## src/rtl/sdram_pkg.sv

```systemverilog
// Shared definitions for SDRAM port arbiters: FSM state encoding and
// controller round-length constants used to size the grant hold time.
package sdram_pkg;

  typedef enum logic [1:0] {
    IDLE = 2'd0,
    HOLD = 2'd1,
    DONE = 2'd2
  } arb_state_e;

  // The controller samples port A once per round; refresh stretches the round.
  localparam int ROUND_NORMAL        = 10;
  localparam int ROUND_REFRESH       = 14;
  localparam int HOLD_CYCLES_DEFAULT = 2 * ROUND_REFRESH;

endpackage

```

## src/rtl/rr_picker.sv

```systemverilog
// Combinational round-robin winner selection with optional absolute priority
// for requester 0; shared by the port A arbiter and the video/DMA arbiter.
module rr_picker #(
  parameter int NREQ  = 3,
  parameter int IDX_W = (NREQ > 1) ? $clog2(NREQ) : 1
) (
  input  logic [NREQ-1:0]  req_i,
  input  logic [IDX_W-1:0] last_grant_i,
  input  logic             prio_mode_i,
  output logic             valid_o,
  output logic [NREQ-1:0]  grant_oh_o,
  output logic [IDX_W-1:0] grant_idx_o
);

  logic [NREQ-1:0] eligible;
  logic [NREQ-1:0] above_last;
  logic [NREQ-1:0] cand;

  // Requesters above last_grant get first pick; if none, wrap to the lowest.
  always_comb begin
    eligible    = req_i;
    above_last  = '0;
    cand        = '0;
    grant_oh_o  = '0;
    grant_idx_o = '0;
    for (int i = 0; i < NREQ; i++) begin
      above_last[i] = (i > int'(last_grant_i));
    end
    if (prio_mode_i) begin
      eligible[0] = 1'b0;
    end
    if (prio_mode_i && req_i[0]) begin
      cand[0] = 1'b1;
    end else if (|(eligible & above_last)) begin
      cand = eligible & above_last;
    end else begin
      cand = eligible;
    end
    for (int i = NREQ - 1; i >= 0; i--) begin
      if (cand[i]) begin
        grant_idx_o   = IDX_W'(i);
        grant_oh_o    = '0;
        grant_oh_o[i] = 1'b1;
      end
    end
    valid_o = |cand;
  end

endmodule

```

## src/rtl/sdram_port_a_arbiter.sv

```systemverilog
// Shares the untimed SDRAM port A among NREQ requesters, holding each grant
// long enough for a full controller round. Define SDRAM_ARB_CPU_PRIORITY_EN
// to give requester 0 absolute priority.
module sdram_port_a_arbiter
  import sdram_pkg::*;
#(
  parameter int NREQ        = 3,
  parameter int ADDR_W      = 24,
  parameter int DATA_W      = 16,
  parameter int HOLD_CYCLES = HOLD_CYCLES_DEFAULT
) (
  input  logic                     clk,
  input  logic                     reset_n,
  input  logic [NREQ-1:0]          req,
  input  logic [NREQ-1:0]          req_we,
  input  logic [NREQ*ADDR_W-1:0]   req_addr,
  input  logic [NREQ*DATA_W-1:0]   req_wdata,
  output logic [NREQ-1:0]          ack,
  output logic [DATA_W-1:0]        rdata,
  output logic                     busy,
  output logic [ADDR_W-1:0]        A_address,
  output logic                     A_write,
  output logic [DATA_W-1:0]        A_data_in,
  input  logic [DATA_W-1:0]        A_data_out
);

  localparam int IDX_W = (NREQ > 1) ? $clog2(NREQ) : 1;
  localparam int CNT_W = $clog2(HOLD_CYCLES);

`ifdef SDRAM_ARB_CPU_PRIORITY_EN
  localparam logic CPU_PRIO = 1'b1;
`else
  localparam logic CPU_PRIO = 1'b0;
`endif

  arb_state_e         state_q;
  logic [IDX_W-1:0]   last_grant_q;
  logic [CNT_W-1:0]   cnt_q;
  logic [NREQ-1:0]    grant_oh_q;
  logic [NREQ-1:0]    ack_q;
  logic [DATA_W-1:0]  rdata_q;
  logic               busy_q;
  logic [ADDR_W-1:0]  addr_q;
  logic               write_q;
  logic [DATA_W-1:0]  wdata_q;

  logic               win_valid;
  logic [NREQ-1:0]    win_oh;
  logic [IDX_W-1:0]   win_idx;

  rr_picker #(
    .NREQ  (NREQ),
    .IDX_W (IDX_W)
  ) u_picker (
    .req_i        (req),
    .last_grant_i (last_grant_q),
    .prio_mode_i  (CPU_PRIO),
    .valid_o      (win_valid),
    .grant_oh_o   (win_oh),
    .grant_idx_o  (win_idx)
  );

  // Port A has no handshake, so the grant is frozen for the whole hold window.
  always_ff @(posedge clk or negedge reset_n) begin
    if (!reset_n) begin
      state_q      <= IDLE;
      last_grant_q <= IDX_W'(NREQ - 1);
      cnt_q        <= '0;
      grant_oh_q   <= '0;
      ack_q        <= '0;
      rdata_q      <= '0;
      busy_q       <= 1'b0;
      addr_q       <= '0;
      write_q      <= 1'b0;
      wdata_q      <= '0;
    end else begin
      ack_q <= '0;
      case (state_q)
        IDLE: begin
          write_q <= 1'b0;
          if (win_valid) begin
            addr_q     <= req_addr[int'(win_idx)*ADDR_W +: ADDR_W];
            write_q    <= req_we[win_idx];
            wdata_q    <= req_wdata[int'(win_idx)*DATA_W +: DATA_W];
            cnt_q      <= CNT_W'(HOLD_CYCLES - 1);
            busy_q     <= 1'b1;
            grant_oh_q <= win_oh;
            if (!(CPU_PRIO && (win_idx == '0))) begin
              last_grant_q <= win_idx;
            end
            state_q <= HOLD;
          end
        end
        HOLD: begin
          if (cnt_q == '0) begin
            rdata_q <= A_data_out;
            write_q <= 1'b0;
            ack_q   <= grant_oh_q;
            state_q <= DONE;
          end else begin
            cnt_q <= cnt_q - 1'b1;
          end
        end
        DONE: begin
          busy_q  <= 1'b0;
          state_q <= IDLE;
        end
        default: begin
          state_q <= IDLE;
        end
      endcase
    end
  end

  assign ack       = ack_q;
  assign rdata     = rdata_q;
  assign busy      = busy_q;
  assign A_address = addr_q;
  assign A_write   = write_q;
  assign A_data_in = wdata_q;

endmodule

```

## config.mk

```make
export PLATFORM = sky130hd
export DESIGN_NAME = sdram_port_a_arbiter
export DESIGN_NICKNAME = d
export VERILOG_FILES = /design/src/rtl/sdram_pkg.sv /design/src/rtl/rr_picker.sv /design/src/rtl/sdram_port_a_arbiter.sv
export SDC_FILE = /design/constraint.sdc
export NUM_CORES = 1
export LEC_CHECK = 0
export CELL_PAD_IN_SITES_DETAIL_PLACEMENT = 1
export CELL_PAD_IN_SITES_GLOBAL_PLACEMENT = 2
export CORE_ASPECT_RATIO = 1.2
export CORE_MARGIN = 8
export CORE_UTILIZATION = 23
export CTS_CLUSTER_DIAMETER = 40
export DETAILED_ROUTE_END_ITERATION = 12
export GPL_ROUTABILITY_DRIVEN = 1
export PLACE_DENSITY = 0.95
export SETUP_SLACK_MARGIN = 0.5
export SLEW_MARGIN = 20
export SYNTH_ARGS = -nofsm -noshare
export SYNTH_HDL_FRONTEND = slang
export SYNTH_SLANG_ARGS = --single-unit
```

## constraint.sdc

```tcl
create_clock -name clk -period 3.95 [get_ports clk]
set_input_delay 0.395 -clock clk [delete_from_list [all_inputs] [get_ports clk]]
set_output_delay 0.395 -clock clk [all_outputs]
set_load 0.005 [all_outputs]
```

* Yosys cells after proc, flatten, opt, wreduce, memory -nomap -nowiden
Index checks and enable logic that the tools add are counted.
** Operators by class
- Add/subtract/negate cells :: 1
- Multiplexer cells :: 22
- Order comparisons :: 3
- Multipliers :: 1
- Bitwise gates (word level) :: 1
- Shift-type cells :: 2
- Eq/ne operators :: 5
- Reduce and logical (&&, ||, !) cells :: 12
** Operator list (number)
- 72-bit by 8-bit variable part select with 24-bit output :: 1
- 48-bit by 7-bit variable part select with 16-bit output :: 1
- 3-bit two-way mux :: 6
- 2-bit two-way mux :: 5
- 5-bit two-way mux :: 2
- 5-bit case mux with 2 select lines :: 1
- 2-bit AND reduction :: 5
- 3-bit OR reduction :: 2
- 5-bit zero test :: 1
- 5-bit by 1-bit subtractor with 5-bit output (second input constant) :: 1
- 2-bit by 2-bit multiplier with 4-bit output (second input constant) :: 1
- 1-bit two-way mux :: 4
- 2-bit inequality test (second input constant) :: 2
- 1-bit case mux with 2 select lines :: 2
- 2-bit case mux with 2 select lines :: 1
- 2-bit nonzero test :: 2
- 3-bit AND :: 1
- 2-bit by 3-bit less-than comparator with 1-bit output (second input constant) :: 1
- 3-bit AND reduction :: 1
- 1-bit binary-select mux with 2-bit select :: 1
- 2-bit by 1-bit equality test with 1-bit output (second input constant) :: 1
- 2-bit equality test (second input constant) :: 1
- 1-bit by 2-bit greater-than comparator with 1-bit output (first input constant) :: 1
- 2-bit greater-than comparator (first input constant) :: 1
- 2 further kinds :: 2
** Storage, ports and cells
- Output and inout bits :: 61
- Register bits :: 73

* Depth between registers and ports, before layout
- Depth in word-level cells :: 11
- Gate-level depth with buffers :: 6

* Cells and area by module
Synthesis repeated with hierarchy kept, for this count alone.
** Unflattened totals
- Cell total of the unflattened synthesis :: 369
- Area, all modules :: 3853.7 µm²
** By module, submodules not included
- sdram_port_a_arbiter :: area an instance 3774.9 µm², cells each 357, seq. area each 1828.0 µm², times used 1
- rr_picker :: area an instance 78.8 µm², cells each 12, seq. area each 0.0 µm², times used 1

* Least setup slack after synthesis
Ideal clock, no wire load.
- Path type :: reg-to-reg
- Start :: register cnt_q[0]
- End :: register rdata_q[0], in the netlist rdata[0]
- Buffers on the path :: 1
- Data arrival time :: 1805 ps
- Cell stages (with the launch flop) :: 7
- Slack :: 2020 ps
- Cells stage by stage :: dfrtp_1 -> inv_1 -> ha_1 -> or4b_4 -> nor3b_4 -> buf_6 -> mux2_2
** On the way
- Word-level cells in the longest chain between the ends :: 2
** RTL lines
- start, declared :: line sdram_port_a_arbiter.sv:38 : logic [CNT_W-1:0] cnt_q;
- start signal, assigned :: line sdram_port_a_arbiter.sv:85 : cnt_q <= CNT_W'(HOLD_CYCLES - 1);
- start signal, assigned :: line sdram_port_a_arbiter.sv:101 : cnt_q <= cnt_q - 1'b1;
- 5-bit zero test :: line sdram_port_a_arbiter.sv:95 : if (cnt_q == '0) begin
- 2-bit AND reduction (no source line)
- end signal, assigned :: line sdram_port_a_arbiter.sv:96 : rdata_q <= A_data_out;
- end, declared :: line sdram_port_a_arbiter.sv:41 : logic [DATA_W-1:0] rdata_q;
No other way between the ends.
A chain may end at the register's enable or synchronous reset.

* Worst setup path after layout
- Start :: input req[1]
- End :: register addr_q[23], in the netlist A_address[23]
** On the way
- Word-level cells in the longest chain between the ends :: 8
- Elaborated cells on any way between the ends :: 10
** RTL lines
- start, declared :: line sdram_port_a_arbiter.sv:14 : input logic [NREQ-1:0] req,
- 3-bit AND :: line rr_picker.sv:34, rr_picker.sv:35
- 3-bit OR reduction :: line rr_picker.sv:34 : end else if (|(eligible & above_last)) begin
- 3-bit two-way mux * :: line rr_picker.sv:34
- 2-bit two-way mux (3 in series) :: line rr_picker.sv:40 : if (cand[i]) begin
- 2-bit by 2-bit multiplier with 4-bit output :: line sdram_port_a_arbiter.sv:82 : addr_q <= req_addr[int'(win_idx)*ADDR_W +: ADDR_W];
- 72-bit by 8-bit variable part select with 24-bit output :: line sdram_port_a_arbiter.sv:82
- end signal, assigned :: line sdram_port_a_arbiter.sv:82
- end, declared :: line sdram_port_a_arbiter.sv:43 : logic [ADDR_W-1:0] addr_q;
Mark *: on every way between the ends. The rest lies on a longest branch, timed or not.

==> metrics.txt <==
CTS Hold Bufs=0; Final Non-Filler Cells=about 730; synth warn=0; postcts setup bufs=0; commonest non-fill, non-tap cell in the layout=clkdlybuf4s50_1; sw frac=0.311; diode count=0; pwr/cell area=between 600 and 700 mW/mm^2; internal power=2590 uW; worst-margin pin slew=0.974 ns; Max clock buf depth=2; Placed Area=around 0.0057 mm^2; Die W=~130 um; CTS tree=yes; Final Hold Fails=0; NetSw=1170 uW; share of total power in sequential cells=0.332; area of the multi-input gates=between 0.001 and 0.0015 mm^2; # rows=49; placed cells=712; RSZ-0062 raised after global routing=no; fin. max-slew vios=0; Final period util=0.632; status=complete, no violations; later-pin clock latency in the skew report=0.33 ns; CTS H-tree lvls=3; crit-path cells=clkdlybuf4s50_1, nor2b_1, o2bb2ai_1, nand3_2, o221ai_1; top cells by area, synth=dfrtp_1 (51%), mux2i_1 (12%), o221ai_1 (10%); nets=665; first-pass GRT wire length=20100 um; I/O pins=205; synthesized area=about 0.0035 mm^2; fillers=1653; dpl hpwl=10300 um; Finished Core Util=0.405; IO buf count=204; Final Power=3750 uW; post-CTS sizing=0; Initial Util=0.234; Via density=4.48; Logic pwr share=0.433; largest net degree at the start of global routing=73; initial antenna violation count=0; Clk network pwr share=0.236; setup total negative slack=0 ns; sequential cell area=0.00180 mm^2; Setup CP Type=in -> reg; Final Cell Area=0.00604 mm^2; layout cell share with drive strength beyond 1=0.0822; routed len/inst=17.9 um; worst vdd ir=~0.21 mV; CP Data Required Time=4.15 ns; Synth Register Bits=72; Setup violations, final=0; cts bufs inserted=9; Yosys top cell by area=dfrtp_1; synthesized area per cell=10.9 um^2; Clock Sinks=approximately 70; initial drt markers=110; WL final=13000 um; Worst setup EP type=flop; maximum fanout along the worst path=42; CP max stage delay=0.79 ns; Via Count=3256; Antenna Nets Post-Route=0; slew margin rel.=0.350; Post-Syn Nets=467; total core area=0.0149 mm^2; overall die height=151 um; Seq/Total Area, Yosys=0.517; Clk pin slew, worst setup/hold paths=0.06 ns; post-synthesis cell count=between 300 and 400; LEAKAGE=0.00272 uW; all-layer global routing usage=0.134; critical path arrival=2.70 ns; type of origin of the critical path=input port; GPL Wtd Cong=between 0.7 and 0.8; DRT Pass-1 Iters=4; die area=0.0194 mm^2; Congestion Overflow GR=0; Fmax=roughly 0.40 GHz; Slowest cell on crit path=nand3_2; synth-to-layout area growth=73.2%; HP Class=in -> async; min cycle time layout=2.50 ns; max cap viols=0; Yosys top cell area share=0.510; post-synthesis cell type count=35; Worst Clk Skew=0.00668 ns; commonest cells after routing, fill and taps aside=clkdlybuf4s50_1 (203), dfrtp_1 (71), nand2_1 (51); DRC Markers=0; vias in the first global route=approximately 3800; CTS root buf=clkbuf_16
-- critical path, delay by kind of cell --
kind                   cells  cell delay [ns]
AOI/OAI and AO/OA          2             0.81
buffers and inverters      1             0.51
and+or+nand+nor            2             0.99
-- power groups by stage --
| stage | Sequential [uW] | Clock (uW) | Combinational (uW) |
|---|---|---|---|
| after floorplan | 1250 | 0 | 720 |
| after global placement | 1240 | 0 | 1590 |
| after detailed placement | 1260 | 0 | 1660 |
| after CTS | 1250 | 913 | 1670 |
| after global routing | 1290 | 945 | 1780 |
| final | 1240 | 885 | 1620 |
-- cell families (layout without fill, tap and decap cells) --
kind of cell | after synthesis | after routing | share of synthesized area
DFF | 72 | 72 | 0.517
and+or+nand+nor | 72 | 72 | 0.0952
buffers and inverters | 64 | 266 | 0.0772
muxes | 58 | 58 | 0.173
AOI/OAI and AO/OA | 50 | 50 | 0.123
xor gates and xnor gates | 3 | 3 | 0.00754
adders and majority gates | 2 | 2 | 0.00718
-- final cells by class --
| cell class | count | area share |
|---|---|---|
| Clock buffer | 12 | 0.0425 |
| Clock inverter | 3 | 0.0108 |
| Inverter | 44 | 0.0274 |
| Multi-Input combinational cell | 185 | 0.237 |
| Sequential cell | 72 | 0.299 |
| Tap cell | 204 | 0.0423 |
| Timing Repair Buffer | 207 | 0.342 |
-- synth_stat cells --
| cell type | count |
|---|---|
| a21oi_1 | 1 |
| a31oi_2 | 1 |
| a32o_1 | 1 |
| and2_1 | 3 |
| buf_1 | 1 |
| buf_2 | 8 |
| buf_4 | 1 |
| buf_6 | 2 |
| clkbuf_1 | 8 |
| dfrtp_1 | 71 |
| dfstp_2 | 1 |
| ha_1 | 2 |
| inv_1 | 44 |
| mux2_2 | 17 |
| mux2i_1 | 41 |
| nand2_1 | 52 |
| nand2b_1 | 1 |
| nand3_1 | 3 |
| nand4_1 | 2 |
| nor2_1 | 2 |
| nor2_2 | 1 |
| nor2b_1 | 2 |
| nor3_1 | 1 |
| nor3b_1 | 1 |
| nor3b_4 | 1 |
| o211ai_1 | 1 |
| o21ai_0 | 2 |
| o21bai_1 | 1 |
| o221ai_1 | 41 |
| o2bb2ai_1 | 1 |
| o31ai_1 | 1 |
| or2_2 | 1 |
| or3_1 | 1 |
| or4b_4 | 1 |
| xor2_1 | 3 |
-- metrics by stage --
step | hold WS, ns | worst slack (ns)
floorplan | 0.0994 | 2.02
global placement | 0.453 | 1.30
detailed placement | 0.469 | 1.11
CTS | 0.236 | 1.43
global route | 0.268 | 1.27
finish | 0.195 | 1.45
-- path summary, 6_finish.rpt --
| path | slack, ns | cells past startpoint | endpoint | from |
|---|---|---|---|---|
| max | 1.45 | 5 | A_address[23] | req[1] |
| min | 0.19 | 1 | rdata[13] | reset_n |
| max reg2reg | 1.49 | 5 | rdata[8] | cnt_q[0] |
| min reg2reg | 0.48 | 2 | last_grant_q[1] | last_grant_q[1] |
| max in group asynchronous | 3.16 | 1 | A_data_in[1] | reset_n |
| min in group clk | 0.48 | 2 | last_grant_q[1] | last_grant_q[1] |
-- per-layer routing --
metal,track usage,part of all wire,up-vias,routed length (um)
met3,0.0349,0.057,11,738
met1,0.132,0.36,1625,4710
li1,-,-,1517,-
met4,0.0482,0.014,0,184
met2,0.261,0.57,103,7390
met5,0,0,-,0
-- registers in the layout, summed over array words and instances, names as in the netlist --
| signal | cells |
|---|---|
| A_address | 24 |
| A_data_in | 16 |
| rdata | 16 |
| cnt_q | 5 |
| ack | 3 |
| grant_oh_q | 2 |
| last_grant_q | 2 |
| state_q | 2 |
| A_write | 1 |
| busy | 1 |
Power figures use the tool's default switching activity.
